==> config.mk <==
export PLATFORM = sky130hd
export DESIGN_NAME = stdout_uart_tx
export DESIGN_NICKNAME = d
export VERILOG_FILES = /design/src/rtl/stdout_uart_tx.sv
export SDC_FILE = /design/constraint.sdc
export NUM_CORES = 1
export LEC_CHECK = 0
export CAP_MARGIN = 10
export CORE_MARGIN = 2
export CORE_UTILIZATION = 40
export DETAILED_ROUTE_END_ITERATION = 10
export GPL_TIMING_DRIVEN = 0
export RECOVER_POWER = 50
export SLEW_MARGIN = 25
export SYNTH_ARGS = -nofsm -noshare
export SYNTH_HDL_FRONTEND = slang
export SYNTH_SLANG_ARGS = --single-unit
==> constraint.sdc <==
create_clock -name clk_i -period 4.24 [get_ports clk_i]
set_clock_uncertainty 0.1 [all_clocks]
set_input_delay 0.848 -clock clk_i [delete_from_list [all_inputs] [get_ports clk_i]]
set_output_delay 0.848 -clock clk_i [all_outputs]
set_load 0.05 [all_outputs]
==> src/rtl/stdout_uart_tx.sv <==
// Stdout character drain: accepts tagged chars and serializes them as 8N1 UART frames.
// Optional `[c,k] ` line prefixing and source-switch line splitting under STDOUT_UART_TAG_EN.
module stdout_uart_tx #(
  parameter int N_CLUSTERS = 4,
  parameter int N_CORES    = 8,
  parameter int CLK_DIV    = 868
) (
  input  logic        clk_i,
  input  logic        rst_i,
  input  logic        in_valid_i,
  output logic        in_ready_o,
  input  logic [15:0] in_data_i,
  output logic        tx_o,
  output logic        busy_o
);

  typedef enum logic [3:0] {
    S_IDLE, S_NL, S_PFX0, S_PFX1, S_PFX2, S_PFX3, S_PFX4, S_PFX5, S_CHAR, S_WAIT
  } state_t;

  localparam logic [15:0] DIV_LAST = 16'(CLK_DIV - 1);

  function automatic logic [7:0] hex_digit(input logic [3:0] d);
    return (d < 4'd10) ? (8'h30 + {4'h0, d}) : (8'h57 + {4'h0, d});
  endfunction

  function automatic logic [7:0] state_byte(input state_t s, input logic [3:0] cl,
                                            input logic [3:0] core, input logic [7:0] ch);
    case (s)
      S_NL:    return 8'h0A;
      S_PFX0:  return 8'h5B;
      S_PFX1:  return hex_digit(cl);
      S_PFX2:  return 8'h2C;
      S_PFX3:  return hex_digit(core);
      S_PFX4:  return 8'h5D;
      S_PFX5:  return 8'h20;
      default: return ch;
    endcase
  endfunction

  function automatic state_t succ(input state_t s);
    case (s)
      S_NL:    return S_PFX0;
      S_PFX0:  return S_PFX1;
      S_PFX1:  return S_PFX2;
      S_PFX2:  return S_PFX3;
      S_PFX3:  return S_PFX4;
      S_PFX4:  return S_PFX5;
      S_PFX5:  return S_CHAR;
      default: return S_IDLE;
    endcase
  endfunction

  state_t      state_q, state_d;
  logic [3:0]  cl_q, core_q;
  logic [7:0]  char_q;
  logic        ser_active_q, tx_q;
  logic [7:0]  ser_byte_q;
  logic [3:0]  bit_cnt_q;
  logic [15:0] div_cnt_q;
  logic        load, ser_done, in_rng;
  logic [7:0]  load_byte;

  wire [3:0] in_cl   = in_data_i[15:12];
  wire [3:0] in_core = in_data_i[11:8];
  wire [7:0] in_char = in_data_i[7:0];

  assign in_rng   = ({28'd0, in_cl} < 32'(N_CLUSTERS)) && ({28'd0, in_core} < 32'(N_CORES));
  assign ser_done = ser_active_q && (bit_cnt_q == 4'd9) && (div_cnt_q == DIV_LAST);

`ifdef STDOUT_UART_TAG_EN
  logic       line_start_q, line_start_d;
  logic [7:0] last_src_q, last_src_d;

  always_ff @(posedge clk_i or posedge rst_i) begin
    if (rst_i) begin
      line_start_q <= 1'b1;
      last_src_q   <= '0;
    end else begin
      line_start_q <= line_start_d;
      last_src_q   <= last_src_d;
    end
  end
`endif

  // The first byte of an entry is loaded on the handshake edge so the start bit
  // follows the handshake by one cycle; later bytes load on the stop-bit end.
  always_comb begin
    state_d   = state_q;
    load      = 1'b0;
    load_byte = '0;
`ifdef STDOUT_UART_TAG_EN
    line_start_d = line_start_q;
    last_src_d   = last_src_q;
`endif
    case (state_q)
      S_IDLE: begin
        if (in_valid_i) begin
          if (!in_rng) state_d = S_WAIT;
`ifdef STDOUT_UART_TAG_EN
          else if (in_char == 8'h0A && line_start_q) state_d = S_WAIT;
          else if (in_char == 8'h0A) begin
            state_d      = S_CHAR;
            line_start_d = 1'b1;
          end else if (line_start_q) begin
            state_d      = S_PFX0;
            line_start_d = 1'b0;
            last_src_d   = in_data_i[15:8];
          end else if (in_data_i[15:8] != last_src_q) begin
            state_d    = S_NL;
            last_src_d = in_data_i[15:8];
          end else state_d = S_CHAR;
`else
          else state_d = S_CHAR;
`endif
          load      = (state_d != S_WAIT);
          load_byte = state_byte(state_d, in_cl, in_core, in_char);
        end
      end
      S_WAIT: if (!ser_active_q) state_d = S_IDLE;
      default: begin
        if (ser_done) begin
          state_d = succ(state_q);
          if (state_d != S_IDLE) begin
            load      = 1'b1;
            load_byte = state_byte(state_d, cl_q, core_q, char_q);
          end
        end
      end
    endcase
  end

  always_ff @(posedge clk_i or posedge rst_i) begin
    if (rst_i) begin
      state_q <= S_IDLE;
      cl_q    <= '0;
      core_q  <= '0;
      char_q  <= '0;
    end else begin
      state_q <= state_d;
      if (state_q == S_IDLE && in_valid_i) begin
        cl_q   <= in_cl;
        core_q <= in_core;
        char_q <= in_char;
      end
    end
  end

  // Bit 0 is the start bit, 1..8 data LSB first, 9 the stop bit.
  always_ff @(posedge clk_i or posedge rst_i) begin
    if (rst_i) begin
      ser_active_q <= 1'b0;
      ser_byte_q   <= '0;
      bit_cnt_q    <= '0;
      div_cnt_q    <= '0;
      tx_q         <= 1'b1;
    end else if (load) begin
      ser_active_q <= 1'b1;
      ser_byte_q   <= load_byte;
      bit_cnt_q    <= '0;
      div_cnt_q    <= '0;
      tx_q         <= 1'b0;
    end else if (ser_active_q) begin
      if (div_cnt_q == DIV_LAST) begin
        div_cnt_q <= '0;
        if (bit_cnt_q == 4'd9) begin
          ser_active_q <= 1'b0;
          bit_cnt_q    <= '0;
          tx_q         <= 1'b1;
        end else begin
          bit_cnt_q <= bit_cnt_q + 4'd1;
          tx_q      <= (bit_cnt_q == 4'd8) ? 1'b1 : ser_byte_q[bit_cnt_q[2:0]];
        end
      end else begin
        div_cnt_q <= div_cnt_q + 16'd1;
      end
    end
  end

  assign tx_o       = tx_q;
  assign in_ready_o = (state_q == S_IDLE);
  assign busy_o     = (state_q != S_IDLE);

endmodule

== Word level (Yosys, flattened, before mapping) ==
Index checks and enable logic that the tools add are counted.

* Add/sub/neg operators: 10
* $lt $le $gt $ge: 7
* Equality and inequality tests: 28
* Muxes and demuxes: 42
* Reductions and logical operators: 13

{| class="wikitable"
|+ Operators by type and width
! kind !! number
|-
| $pmux W8 S7 || 2
|-
| $mux W8 || 7
|-
| $eq A4 B3 Y1 const B || 12
|-
| $mux W16 || 3
|-
| $mux W4 || 11
|-
| $add A7 B4 Y8 const A || 4
|-
| $add A6 B4 Y7 const A || 4
|-
| $pmux W4 S7 || 1
|-
| $eq A4 B2 Y1 const B || 6
|-
| $lt A4 B4 Y1 const B || 5
|-
| $add A16 B1 Y16 const B || 1
|-
| $eq A16 B10 Y1 const B || 1
|-
| $pmux W8 S2 || 1
|-
| $mux W1 || 14
|-
| $eq A4 B1 Y1 const B || 3
|-
| $eq A4 B4 Y1 const B || 3
|-
| $pmux W4 S2 || 1
|-
| $reduce_bool A4 Y1 || 2
|-
| $add A4 B1 Y4 const B || 1
|-
| $logic_and A1 B1 Y1 || 4
|-
| $logic_not A4 Y1 || 1
|-
| $lt A3 B4 Y1 const B || 1
|-
| $lt A4 B3 Y1 const B || 1
|-
| $ne A2 B2 Y1 const B || 2
|-
| 8 further kinds || 9
|}

* Register bits: 50
* Output and inout bits: 3

== Longest topological paths before layout ==
* Word-level depth: 11
* Depth in mapped cells: 10
* Depth with buffers taken out: 7

== Worst setup path before layout ==
Ideal clock, no wire load.

* Kind: register -> register
* Start point: register state_q[2]
* End point: register div_cnt_q[15]
* Arrival time: 2.632 ns
* Data required time: 4.019 ns
* Slack: 1.387 ns
* Stages on the path, launching flop included: 9
* Buffers on the path: 1
* Period minus slack after synthesis: 2.853 ns
* Path through: dfrtp_1 > clkbuf_1 > or2_2 > or3_1 > inv_2 > a31oi_1 > or4b_1 > xor2_1 > nor2_1

* Elaborated cells between the ends (all ways): 18
* Classes of those cells: eq/ne (8); mux (7); reduce/logical (3)

{| class="wikitable"
|+ RTL lines
! element !! RTL line !! source
|-
| from (decl) || 54 || <nowiki>state_t state_q, state_d;</nowiki>
|-
| from (signal assigned) || 140 || <nowiki>state_q <= state_d;</nowiki>
|-
| $logic_not A4 Y1 * || -- ||
|-
| via in_ready_o || 11 || <nowiki>output logic in_ready_o,</nowiki>
|-
| $pmux W1 S2 * || 96 || <nowiki>case (state_q)</nowiki>
|-
| $mux W16 or $reduce_bool A2 Y1 (tied branches) || -- ||
|-
| to (signal assigned) || 175 || <nowiki>div_cnt_q <= div_cnt_q + 16'd1;</nowiki>
|-
| to (decl) || 60 || <nowiki>logic [15:0] div_cnt_q;</nowiki>
|}

The timed path passes the listed nets; every way through them passes the cells marked *. The select of a mux whose other input is x is not followed.
A chain may end at the register's enable or synchronous reset.

== Worst setup path after layout ==
* Start point: register state_q[2]
* End point: output port in_ready_o

* Cells in the longest elaborated chain, start to end: 1

{| class="wikitable"
|+ Ends and longest elaborated chain
! element !! RTL line !! source
|-
| $logic_not A4 Y1 || 181 || <nowiki>assign in_ready_o = (state_q == S_IDLE);</nowiki>
|-
| to (decl) || 11 ||
|}

Every way passes these cells.

==> PnR_summary.wiki <==
{| class="wikitable"
! Metric !! Value
|-
| Y dimension of the die || around 90 um
|-
| Launch point of the critical path || state_q[2]
|-
| Data arrival time at the worst-slack endpoint || 2610 ps
|-
| XOR/XNOR Fraction of Synth Area || 3.293%
|-
| Die Span X || ~90 um
|-
| Post-synthesis register bit count || 50
|-
| Post-Synthesis Mean Instance Area || 9.001 um^2
|-
| Post-synthesis async set-or-reset flop share || 100.0%
|-
| Vias in the first global route || 2,493
|-
| Top_reg_cell synth || dfrtp_1
|-
| Top area cells in the synthesized netlist || dfrtp_1, mux2_2, nand2_1
|-
| Post-route setup TNS || 0 ps
|-
| Clock period minus final worst setup slack || about 3600 ps
|-
| Status || finished with violations
|-
| Power density cells || 239.5 nW/um^2
|-
| Remaining design rule violation count || 0
|-
| Final core utilization || 46.73%
|-
| Maximum level of the CTS H-tree || 2
|-
| Gr usage total || 19.28%
|-
| Setup repair after global routing missed its margin || false
|-
| Met2 Resource Use GR || approximately a third
|-
| PortBufs || 21
|-
| Highest ir drop seen on vdd || 0.1838 mV
|-
| Cell breakdown of the critical path || clkbuf_1, or2_2, or3_1, inv_1, clkdlybuf4s50_1
|-
| Buffers and inverters on the worst path || 3
|-
| Violated checks || capacitance limit, slew limit
|-
| Root Driver || clkbuf_8
|-
| Net count of the finished layout || 375
|-
| Family of cells with the greatest summed delay on the critical path || buffers and inverters
|-
| Slowest cell on crit path || clkdlybuf4s50_1
|-
| Register-to-register setup slack || ~1400 ps
|-
| Instance count on the critical path || 5
|-
| Source-to-sink clock delay at the later pin of the worst-skew pair || 310 ps
|-
| Antenna diode count || 0
|-
| First-pass GRT wire length || ~12 mm
|-
| Kind of start point of the critical path || flip-flop
|-
| Placement Rows || 31
|-
| Cell types with the highest counts after synthesis || dfrtp_1, nand2_1, nor2_1, a21oi_1
|-
| Post-route antenna net violation count || 0
|-
| Sequential fraction of the synthesis area || 42.81%
|-
| Leakage component of the power || 1.339 nW
|-
| Critical Path Max Stage Delay || 840 ps
|-
| Largest family of logic cells by synthesized area || simple AND/OR/NAND/NOR gates
|-
| Antenna violations before repair || 0
|-
| Maximum number of pins on one net before global-route repair || between 50 and 60
|-
| Type of the worst setup path || flip-flop to primary output
|-
| Basic-gate share of the synthesized area counting and, or, nand and nor cells || 25.02%
|-
| Relative slew margins || -47.34%
|-
| Clock tree sinks || 50
|-
| Compound-gate portion of the synthesized area || 16.12%
|-
| Buffer depth of the longest clock path || 2
|-
| DR pass1 iterations || 4
|-
| Critical R2R Launch || div_cnt_q[0]
|-
| Hold path start || tx_o
|-
| First DRT Iteration DRCs || 123
|-
| Die area || 8013 um^2
|-
| Worst hold path type || flip-flop to flip-flop
|-
| Final wirelength || 7.140 mm
|-
| Fraction of synthesized area in multiplexers || 7.228%
|-
| Core outline area || 7176 um^2
|-
| Nets in the synthesized netlist || 347
|-
| Fraction of final layout cells sized beyond drive strength 1 || 11.30%
|-
| Gate count of the mapped netlist || 325
|-
| Total CTS buffers || 5
|-
| Post-layout total power || 0.0008031 W
|-
| Filler cell count || 712
|-
| Worst Reg-to-Reg Cells || 7
|-
| Count of different cell masters after synthesis || 58
|-
| Cell taking the most area after synthesis || dfrtp_1
|-
| Total count of hold-check failures in the final report || 0
|-
| Number of buffers inserted for hold repair after clock tree synthesis || 0
|-
| Routing layer with the top usage in global route || met2
|-
| Number of maximum-capacitance constraint violations || 1
|-
| RD Place Congestion || 0.8263
|-
| Clock tree from TritonCTS || done
|-
| Summed instance area of the synthesized netlist || between 2000 and 3000 um^2
|-
| Initial cell density of the core || 40.77%
|-
| Top-count cell post-synth || dfrtp_1
|-
| Layout Area Growth over Synthesis || 14.63%
|-
| Setup-failing EPs final || 0
|-
| Required time of the critical path || approximately 3300 ps
|-
| Type of destination of the critical path || primary output
|-
| Slew @ Worst Pin || 2198 ps
|-
| Detailed Place HPWL || 5.099 mm
|-
| Proportion of netlist area held by the largest area contributor || 41.92%
|-
| Sum of overflow across all layers after global routing || 0
|-
| Detail-routed net length per standard cell || 15.76 um
|-
| Clock slew at reported path FFs || 110 ps
|-
| M1 GR Usage || 26.23%
|-
| M3 GR Usage || 2.955%
|-
| Post-CTS setup buffer count || 0
|-
| Adder and majority cell fraction of the synthesized area || under 10%
|-
| Final Max Tran Viols || 51
|-
| Termination of the worst setup path || in_ready_o
|-
| Total number of vias || 2,555
|-
| R2R Path End || bit_cnt_q[3]
|-
| Highest clock rate || roughly 0.28 GHz
|-
| Share of the clock period used by the worst path after layout || 83.89%
|-
| Top Ports || 22
|-
| Number of enable flip-flop cells after synthesis || 0
|-
| CP Max Fanout || 8
|-
| Yosys synthesis warning count || 0
|-
| Vias per Instance || 5.640
|-
| CTS-repair resized insts || 0
|}
## power breakdown
| part | total, W | internal, W | leakage (nW) | switching (W) |
|---|---|---|---|---|
| Clock | 0.000298 | 0.000119 | 0.0408 | 0.000180 |
| Sequential | 0.000477 | 0.000477 | 0.622 | 0 |
| Combinational | 0.0000281 | 0.0000147 | 0.676 | 0.0000134 |
## state kept, by name, indices dropped and copies added (netlist names)
| name | flops |
|---|---|
| tx_o | 1 |
| state_q | 4 |
| div_cnt_q | 16 |
| ser_byte_q | 8 |
| bit_cnt_q | 4 |
| ser_active_q | 1 |
| core_q | 4 |
| char_q | 8 |
| cl_q | 4 |
## layout by cell type, fill, tap and decap left out, types with 4 or more instances in the layout
cell and instances:
dfrtp_1 49, nor4_1 4, a31oi_1 4, clkbuf_1 15, mux2_2 15, clkdlybuf4s50_1 20
nor3_1 6, inv_1 13, a21oi_1 22, nand3_1 19, o31ai_1 4, nand4_1 7
o21ai_0 19, o22ai_1 4, or3_1 6, xnor2_1 8, clkbuf_8 5, and3_1 5
nor2_1 30, nand2_1 31
## per-layer routing
layer	share of wire, %	routed length, um
met5	0	0
met4	1.6	112
met2	48	3447
met1	46	3306
met3	3.8	274
## layout make-up
class	instances	area, um^2	share of cell area [%]
inverters	14	53.80	1.604
plain buffers	18	71.32	2.127
flip-flops and latches	50	1252	37.35
clock inverters	3	23.77	0.7090
clock buffers	5	68.82	2.052
well taps	99	123.9	3.694
repair buffers	21	210.2	6.269
multi-input cells	243	1549	46.19
## through the flow
stage	instance area, um^2	setup WS, ps	instances	hold WS, ps
floorplan	2925	1387	325	341.2
global placement	3259	1018	445	365.4
detailed placement	3262	984.9	445	377.1
CTS	3354	753.7	453	391.4
global route	3353	577.5	453	438.4
finish	3353	682.9	453	390.1
## worst min-delay path by stage
stage	to	slack [ps]	cells past startpoint
finish	tx_o	390	2
global route	tx_o	440	2
CTS	tx_o	390	2
detailed placement	tx_o	380	2
global placement	char_q[7]	370	2
floorplan	char_q[5]	340	2
## kinds of logic after synthesis
family / after synthesis
compound gates: 75
mux: 18
buf+inv: 32
fa+ha+maj: 3
flops: 50
xor+xnor: 11
simple gates: 136
## worst reg2reg max path: cells and delay by family (launching register included)
kind / cells / cell delay [ps]
AO/OA/AOI/OAI: 1 / 130
adder cells (fa/ha/maj): 1 / 290
buffers and inverters: 1 / 200
flip-flops: 1 / 400
AND/OR/NAND/NOR: 4 / 1590
Note: power is estimated with default switching activity, not from simulation.
